## src/rtl/mont_redc17.sv

```systemverilog
// Bit-serial Montgomery reduction: res = t * 2^-W mod n for odd n and t < n * 2^W.
// One operand pair is in flight at a time; the result is held until the consumer takes it.
module mont_redc17 #(
  parameter int unsigned W = 17
) (
  input  logic           clk,
  input  logic           rst,
  input  logic           in_valid,
  output logic           in_ready,
  input  logic [2*W-1:0] t,
  input  logic [W-1:0]   n,
  output logic           out_valid,
  input  logic           out_ready,
  output logic [W-1:0]   res,
  output logic           err
);

  localparam int unsigned AW = 2 * W + 1;
  localparam int unsigned CW = (W > 1) ? $clog2(W) : 1;

  typedef enum logic [1:0] {
    IDLE = 2'd0,
    RUN  = 2'd1,
    FIX  = 2'd2,
    DONE = 2'd3
  } state_e;

  state_e          state_q, state_d;
  logic [AW-1:0]   acc_q, acc_d;
  logic [CW-1:0]   cnt_q, cnt_d;
  logic [W-1:0]    n_q, n_d;
  logic [W-1:0]    res_q, res_d;
  logic            err_q, err_d;
  logic            out_valid_q, out_valid_d;
  logic [AW-1:0]   sum_c;
  logic            ok_c;

  // Accumulator plus n when odd; the extra top bit absorbs the carry
  assign sum_c = acc_q + (acc_q[0] ? AW'(n_q) : AW'(0));

  // Preconditions: odd modulus and upper half of t below n (t < n * 2^W)
  assign ok_c = n[0] && (t[2*W-1:W] < n);

  assign in_ready  = (state_q == IDLE);
  assign out_valid = out_valid_q;
  assign res       = res_q;
  assign err       = err_q;

  // State and datapath registers
  always_ff @(posedge clk or posedge rst) begin
    if (rst) begin
      state_q     <= IDLE;
      acc_q       <= '0;
      cnt_q       <= '0;
      n_q         <= '0;
      res_q       <= '0;
      err_q       <= 1'b0;
      out_valid_q <= 1'b0;
    end else begin
      state_q     <= state_d;
      acc_q       <= acc_d;
      cnt_q       <= cnt_d;
      n_q         <= n_d;
      res_q       <= res_d;
      err_q       <= err_d;
      out_valid_q <= out_valid_d;
    end
  end

  // Next-state and datapath update
  always_comb begin
    state_d     = state_q;
    acc_d       = acc_q;
    cnt_d       = cnt_q;
    n_d         = n_q;
    res_d       = res_q;
    err_d       = err_q;
    out_valid_d = out_valid_q;
    unique case (state_q)
      IDLE: begin
        if (in_valid) begin
          n_d = n;
          if (ok_c) begin
            acc_d   = AW'(t);
            cnt_d   = '0;
            state_d = RUN;
          end else begin
            res_d       = '0;
            err_d       = 1'b1;
            out_valid_d = 1'b1;
            state_d     = DONE;
          end
        end
      end
      RUN: begin
        acc_d = sum_c >> 1;
        cnt_d = cnt_q + CW'(1);
        if (cnt_q == CW'(W - 1)) begin
          state_d = FIX;
        end
      end
      FIX: begin
        // acc < 2n here, so a single conditional subtract fully reduces it
        if (acc_q >= AW'(n_q)) begin
          res_d = W'(acc_q - AW'(n_q));
        end else begin
          res_d = acc_q[W-1:0];
        end
        err_d       = 1'b0;
        out_valid_d = 1'b1;
        state_d     = DONE;
      end
      DONE: begin
        if (out_ready) begin
          out_valid_d = 1'b0;
          state_d     = IDLE;
        end
      end
      default: begin
        state_d = IDLE;
      end
    endcase
  end

endmodule
```

## config.mk

```make
export PLATFORM = sky130hd
export DESIGN_NAME = mont_redc17
export DESIGN_NICKNAME = d
export VERILOG_FILES = /design/src/rtl/mont_redc17.sv
export SDC_FILE = /design/constraint.sdc
export NUM_CORES = 1
export LEC_CHECK = 0
export CAP_MARGIN = 20
export CORE_MARGIN = 2
export CORE_UTILIZATION = 35
export CTS_CLUSTER_SIZE = 28
export DETAILED_ROUTE_END_ITERATION = 12
export REMOVE_ABC_BUFFERS = 1
export SLEW_MARGIN = 20
export SYNTH_ARGS = -nofsm -noshare
export SYNTH_HDL_FRONTEND = slang
export SYNTH_SLANG_ARGS = --single-unit
```

## constraint.sdc

```tcl
create_clock -name clk -period 4.5 [get_ports clk]
set_input_delay 0.675 -clock clk [delete_from_list [all_inputs] [get_ports clk]]
set_output_delay 0.675 -clock clk [all_outputs]
set_load 0.01 [all_outputs]
```

==> metrics, run 1 <==
final setup skew 0.00697 ns; cells along the critical path clkinv_1 > nor2_1 > ha_1 > a21oi_1 > nor2_1 > a211oi_1 > a21bo_1 > and4_4 > o311a_1 > a21oi_2; CP max stage delay 0.64 ns; area taken by multi-input logic gates 3640 µm²; capturing point of the worst reg2reg path acc_q[26]$_DFFE_PP0P_; design area 7140 µm²; Power per Cell Area 761 nW/µm²; endpoint arrival time on the critical path 3.91 ns; wire length of the first global-routing pass 26100 µm; FF+latch area 1930 µm²; nets 879; Iter 0 DRT Violations 230; vertical die dimension 133 µm; share of the core filled with cells 0.434; number of standard-cell rows in the floorplan 47; worst-path maximum fanout 17; die outline area 17800 µm²; endpoint of the most critical setup path acc_q[26]$_DFFE_PP0P_; number of top-level pins 75; Setup crit start kind flip-flop; drt via density 5.14; total congestion overflow after global routing 0; stages on the worst setup path 10; Peak VDD IR 0.240 mV; CTS HTree Levels 3; maxcap violations 0; count of filler cells inserted in the layout 1715; RSZ-0062 raised after global routing no; GPL Wtd Cong 0.874; post-cts sizing count 0; Final Max Slew Viols 0; Worst Reg2Reg Path Length in Cells 10; reg-to-reg startpoint acc_q[0]$_DFFE_PP0P_; Async SR Flop Fraction 1.00; routed vias 5090; core area 16500 µm²; Critical Path Source acc_q[0]$_DFFE_PP0P_; Pleak 3.23 nW; worst min path class flip-flop to flip-flop; internal reg-to-reg setup slack 0.86 ns; Crit-path slowest cell sky130_fd_sc_hd__a211oi_1; Synth cell types 70; Highest Clock Rate 275 MHz; data required time of the critical path 4.77 ns; Clock Tree Root sky130_fd_sc_hd__clkbuf_16; post-synthesis instance area 5870 µm²; number of buffers between clock root and the deepest sink 2; average instance area after synthesis 8.43 µm²; Post-CTS Setup Bufs 0; run status finished clean; Post-synth EDFFs 0; DRC violations left 0; Pre-antenna DRT Iters 4; TritonCTS clock tree done; cts hold-fix bufs 0; post-synthesis instance total 696; total negative slack for setup checks 0 ns; dpl hpwl 12200 µm; worst rel slew slack 0.409; commonest register cell after synthesis sky130_fd_sc_hd__dfrtp_1; hold violation total from the final report 0; power after layout 5.44 mW; mean routed wirelength per cell 15.9 µm; clk slew on worst S/H paths 0.06 ns; final setup violation count 0; final critical path time including I/O delays and setup 3.64 ns; Port Buffer Count 74; Antenna diodes 0; Placement Setup Slack 0.805 ns; period utilization 0.808; maximum number of pins on one net before global-route repair 49; initial core utilization 0.356; total routing usage reported by global routing 0.187; total clock buffers created by CTS 9; area growth from synthesis to final layout 21.7%; transition time at the pin with the least slew margin 0.885 ns; number of clock sinks 77; element type at the critical path end flip-flop; Setup WS post-layout 0.864 ns; Routed Wire Length 15700 µm; antenna violations before repair 0; count of nets left with antenna violations after detail routing 0; layout cells sized above 1 0.0545; placed instance area 6860 µm²; count of buffering cells on the critical path with inverters included 1; synthesized flop and latch total 77; vias in the first global route 4976; family of cells with the greatest summed delay on the critical path compound AO/OA/AOI/OAI gates; Skew-Pair Late Insertion Delay 0.35 ns; floorplan die width 133 µm; synthesis warning total 0; Crit Path Class flip-flop to flip-flop; Seq/Total Area, Yosys 0.328; most frequent cell on the critical path sky130_fd_sc_hd__nor2_1
-- layout by cell type (no fill, tap or decap), drive strengths merged, types with 4 or more instances in the layout --
| master | netlist | routed |
|---|---|---|
| nor3 | 6 | 6 |
| nor2 | 60 | 60 |
| buf | 5 | 8 |
| xnor2 | 25 | 25 |
| xor2 | 17 | 17 |
| nand3 | 20 | 20 |
| o211ai | 4 | 4 |
| nand2b | 4 | 4 |
| a211oi | 8 | 8 |
| nand2 | 82 | 82 |
| inv | 52 | 51 |
| o21ai | 78 | 78 |
| and3 | 17 | 17 |
| dfrtp | 77 | 77 |
| clkdlybuf4s50 | 0 | 74 |
| a31oi | 5 | 5 |
| mux2i | 25 | 25 |
| clkinv | 2 | 6 |
| nand4 | 5 | 5 |
| a21o | 15 | 15 |
| ha | 56 | 56 |
| a21oi | 50 | 50 |
| nor2b | 5 | 5 |
| o21a | 8 | 8 |
| nor4 | 5 | 5 |
| clkbuf | 18 | 12 |
-- area by class of cell --
| cell class | count | area share |
|---|---|---|
| multi-input combinational | 542 | 0.510 |
| sequential | 77 | 0.270 |
| timing repair buffer | 82 | 0.114 |
| tap | 220 | 0.0385 |
| clock buffer | 12 | 0.0359 |
| inverter | 54 | 0.0286 |
| clock inverter | 4 | 0.00315 |
-- worst register-to-register path, cell delays in order, from the launching register on --
cell,delay [ns]
sky130_fd_sc_hd__dfrtp_1,0.41
sky130_fd_sc_hd__clkinv_1,0.45
sky130_fd_sc_hd__nor2_1,0.26
sky130_fd_sc_hd__ha_1,0.31
sky130_fd_sc_hd__a21oi_1,0.28
sky130_fd_sc_hd__nor2_1,0.07
sky130_fd_sc_hd__a211oi_1,0.64
sky130_fd_sc_hd__a21bo_1,0.44
sky130_fd_sc_hd__and4_4,0.26
sky130_fd_sc_hd__o311a_1,0.34
sky130_fd_sc_hd__a21oi_2,0.10
-- worst min-delay path by stage --
stage	endpoint	cells after the start	slack (ns)	start
after floorplan	n_q[10]$_DFFE_PP0P_	2	0.45	n_q[10]$_DFFE_PP0P_
after global placement	n_q[13]$_DFFE_PP0P_	2	0.46	n_q[13]$_DFFE_PP0P_
after detailed placement	n_q[15]$_DFFE_PP0P_	2	0.47	n_q[15]$_DFFE_PP0P_
after CTS	n_q[15]$_DFFE_PP0P_	2	0.48	n_q[15]$_DFFE_PP0P_
after global routing	n_q[15]$_DFFE_PP0P_	2	0.51	n_q[15]$_DFFE_PP0P_
final	res[3]$_DFFE_PP0P_	2	0.48	res[3]$_DFFE_PP0P_
-- stage by stage --
step,hold slack [ns],instances
6_report,0.476,991
5_1_grt,0.509,991
4_1_cts,0.485,991
3_5_place_dp,0.471,975
3_3_place_gp,0.462,975
2_1_floorplan,0.450,673
-- synthesized netlist by cell type, types with 2 or more instances --
master	count	area share
sky130_fd_sc_hd__a211oi_2	2	0.0043
sky130_fd_sc_hd__a31oi_1	5	0.0053
sky130_fd_sc_hd__clkbuf_1	18	0.012
sky130_fd_sc_hd__nor2b_1	5	0.0053
sky130_fd_sc_hd__a21oi_2	2	0.0030
sky130_fd_sc_hd__inv_1	52	0.033
sky130_fd_sc_hd__nor2_1	60	0.038
sky130_fd_sc_hd__nand3_1	20	0.017
sky130_fd_sc_hd__a21boi_0	2	0.0026
sky130_fd_sc_hd__nand4_1	5	0.0053
sky130_fd_sc_hd__buf_6	3	0.0058
sky130_fd_sc_hd__o21a_1	8	0.010
sky130_fd_sc_hd__nand2b_1	4	0.0043
sky130_fd_sc_hd__buf_1	2	0.0013
sky130_fd_sc_hd__xor2_1	17	0.025
sky130_fd_sc_hd__and3_1	17	0.018
sky130_fd_sc_hd__ha_1	56	0.12
sky130_fd_sc_hd__o31a_2	2	0.0034
sky130_fd_sc_hd__a211oi_1	5	0.0064
sky130_fd_sc_hd__nor4_1	5	0.0053
sky130_fd_sc_hd__and4_1	2	0.0030
sky130_fd_sc_hd__mux2i_1	25	0.043
sky130_fd_sc_hd__a21o_1	14	0.018
sky130_fd_sc_hd__nor3_1	6	0.0051
sky130_fd_sc_hd__nand2_1	82	0.052
sky130_fd_sc_hd__o21ai_1	18	0.015
sky130_fd_sc_hd__xnor2_1	25	0.037
sky130_fd_sc_hd__a21oi_1	48	0.041
sky130_fd_sc_hd__fa_1	2	0.0068
sky130_fd_sc_hd__clkinv_1	2	0.0013
sky130_fd_sc_hd__o21bai_1	3	0.0038
sky130_fd_sc_hd__dfrtp_1	77	0.33
sky130_fd_sc_hd__o21ai_0	60	0.051
sky130_fd_sc_hd__o221ai_1	2	0.0030
sky130_fd_sc_hd__a31o_2	2	0.0030
sky130_fd_sc_hd__o211ai_1	4	0.0051
-- state kept, by name, summed over array words and instances, names as in the netlist --
signal / count
cnt_q: 5
acc_q: 34
res: 17
out_valid: 1
n_q: 17
state_q: 2
err: 1
-- cells by family (layout without fill, tap and decap cells) --
family,count (synthesis),after routing,share of synthesized area
AO/OA/AOI/OAI,202,202,0.220
multiplexers,26,26,0.0446
flip-flops,77,77,0.328
buffers and inverters,77,152,0.0531
adder cells (fa/ha/maj),58,58,0.126
XOR/XNOR,42,42,0.0627
AND/OR/NAND/NOR,214,214,0.165
-- routing by layer --
layer | global-route usage | part of all wire
met4 | 0.0431 | 0.0094
met3 | 0.0369 | 0.045
met5 | 0 | 0
met2 | 0.314 | 0.48
met1 | 0.249 | 0.47
-- report_power, final --
group / switching (mW) / leakage, nW / internal, mW
combinational: 1.86 / 2.14 / 1.54
clock: 0.300 / 0.138 / 0.401
sequential: 0.313 / 0.957 / 1.02
total: 2.47 / 3.23 / 2.97
Power figures use the tool's default switching activity.
==> run 2: changes to the inputs <==
Clock period 4.5 ns to 3.09 ns, I/O delays scaled along.
==> run 2 against run 1 <==
Net effect: first-iteration DRC count up 10%; fmax up 22%; global-route usage up 0.13 points; core utilization up 1.8 points; clock skew up 0.0011 ns; register-to-register slack worse by 0.75 ns; design area up 4.2%; combinational power up 58%; final cell count up 2.3%; routed wire length up 4.5%; critical path depth up 2; critical endpoint unchanged.
==> metrics, run 2 (synthesis results as in run 1) <==
run status finished clean; flip-flop count of the largest register, all copies and words added 34; die outline area 17800 µm²; core area 16500 µm²; wire length of the first global-routing pass 26300 µm; vias in the first global route 4983; GPL Wtd Cong 0.863; transition time at the pin with the least slew margin 0.496 ns; TritonCTS clock tree done; instance count after placement with tap cells included 1000; routed vias 5236; antenna violations before repair 0; element type at the critical path end flip-flop; Crit Path Class flip-flop to flip-flop; total congestion overflow after global routing 0; Highest Clock Rate 335 MHz; worst-path maximum fanout 5; total routing usage reported by global routing 0.188; total clock buffers created by CTS 9; RSZ-0062 raised after global routing yes; CTS HTree Levels 3; worst rel slew slack 0.661; cts hold-fix bufs 0; number of buffers between clock root and the deepest sink 2; Iter 0 DRT Violations 254; final setup skew 0.00809 ns; vertical die dimension 133 µm; number of clock sinks 77; design area 7440 µm²; DRC violations left 0; dpl hpwl 12600 µm; Post-CTS Setup Bufs 0; area growth from synthesis to final layout 26.8%; count of filler cells inserted in the layout 1643; hold violation total from the final report 0; final critical path time including I/O delays and setup 2.98 ns; Clock Tree Root sky130_fd_sc_hd__clkbuf_16; Port Buffer Count 74; share of the core filled with cells 0.452; post-cts sizing count 0; clk slew on worst S/H paths 0.06 ns; maximum number of pins on one net before global-route repair 78; worst min path class flip-flop to flip-flop; Peak VDD IR 0.354 mV; Pleak 3.37 nW; Pre-antenna DRT Iters 5; endpoint arrival time on the critical path 3.25 ns; final setup violation count 0; layout cells sized above 1 0.0982; final standard cell count with taps included and fillers excluded 1014; data required time of the critical path 3.36 ns; leading cell types in the layout, fill and taps excluded 82 x sky130_fd_sc_hd__nand2_1, 76 x sky130_fd_sc_hd__dfrtp_1, 74 x sky130_fd_sc_hd__clkdlybuf4s50_1; Placement Setup Slack -0.0336 ns; Antenna diodes 0; Setup crit start kind flip-flop; placed instance area 7140 µm²; maxcap violations 0; total negative slack for setup checks 0 ns; nets 905; number of top-level pins 75; Power per Cell Area 1110 nW/µm²; number of standard-cell rows in the floorplan 47; period utilization 0.965; Final Max Slew Viols 0; commonest non-fill, non-tap cell in the layout sky130_fd_sc_hd__nand2_1; register with the most flip-flops acc_q; Setup WS post-layout 0.109 ns; drt via density 5.16; mean routed wirelength per cell 16.2 µm; Crit-path slowest cell sky130_fd_sc_hd__dfrtp_2; cells along the critical path buf_4 > nand2_1 > inv_1 > ha_1 > a211oi_2 > o21ai_2 > a211o_1 > a31o_1 > a21bo_2 > and4_4 > o311a_1 > a21oi_2; Routed Wire Length 16400 µm; power after layout 8.28 mW; worst slack on hold paths 0.478 ns; count of nets left with antenna violations after detail routing 0; initial core utilization 0.356; Skew-Pair Late Insertion Delay 0.35 ns; CP max stage delay 0.45 ns; floorplan die width 133 µm
## run 2: report_power, final
group / internal [mW] / total [mW] / switching [mW]
combinational: 2.52 / 5.36 / 2.84
clock: 0.548 / 0.968 / 0.420
sequential: 1.49 / 1.95 / 0.462
total: 4.56 / 8.28 / 3.72
## run 2: routing by layer
layer / GRT usage / share of wire / vias up
met2: 0.312 / 0.48 / 93
met1: 0.252 / 0.47 / 2467
li1: - / - / 2659
met5: 0 / 0 / -
met3: 0.0411 / 0.035 / 17
met4: 0.0443 / 0.013 / 0
## run 2: worst paths after layout
path / startpoint / to / slack, ns / depth (start not counted)
max: acc_q[0]$_DFFE_PP0P_ / acc_q[26]$_DFFE_PP0P_ / 0.11 / 12
min: res[3]$_DFFE_PP0P_ / res[3]$_DFFE_PP0P_ / 0.48 / 2
max reg2reg: acc_q[0]$_DFFE_PP0P_ / acc_q[26]$_DFFE_PP0P_ / 0.11 / 12
min reg2reg: res[3]$_DFFE_PP0P_ / res[3]$_DFFE_PP0P_ / 0.48 / 2
max in group asynchronous: rst / res[13]$_DFFE_PP0P_ / 2.20 / 3
min in group asynchronous: rst / n_q[2]$_DFFE_PP0P_ / 0.53 / 3
## run 2: area by class of cell
class | instances | area (µm²) | share of cell area
Tap cell | 220 | 275 | 0.0370
Clock buffer | 10 | 239 | 0.0321
Sequential cell | 77 | 1930 | 0.259
Inverter | 54 | 208 | 0.0279
Clock inverter | 3 | 15.0 | 0.00202
Timing Repair inverter | 1 | 7.51 | 0.00101
Multi-Input combinational cell | 542 | 3680 | 0.494
Timing Repair Buffer | 107 | 1090 | 0.146
## run 2: worst max-delay path, delay by kind of cell, from the launching register on
kind,cells,cell delay [ns]
fa+ha+maj,1,0.30
simple gates,2,0.29
flops,1,0.45
compound gates,7,1.64
buf+inv,2,0.21
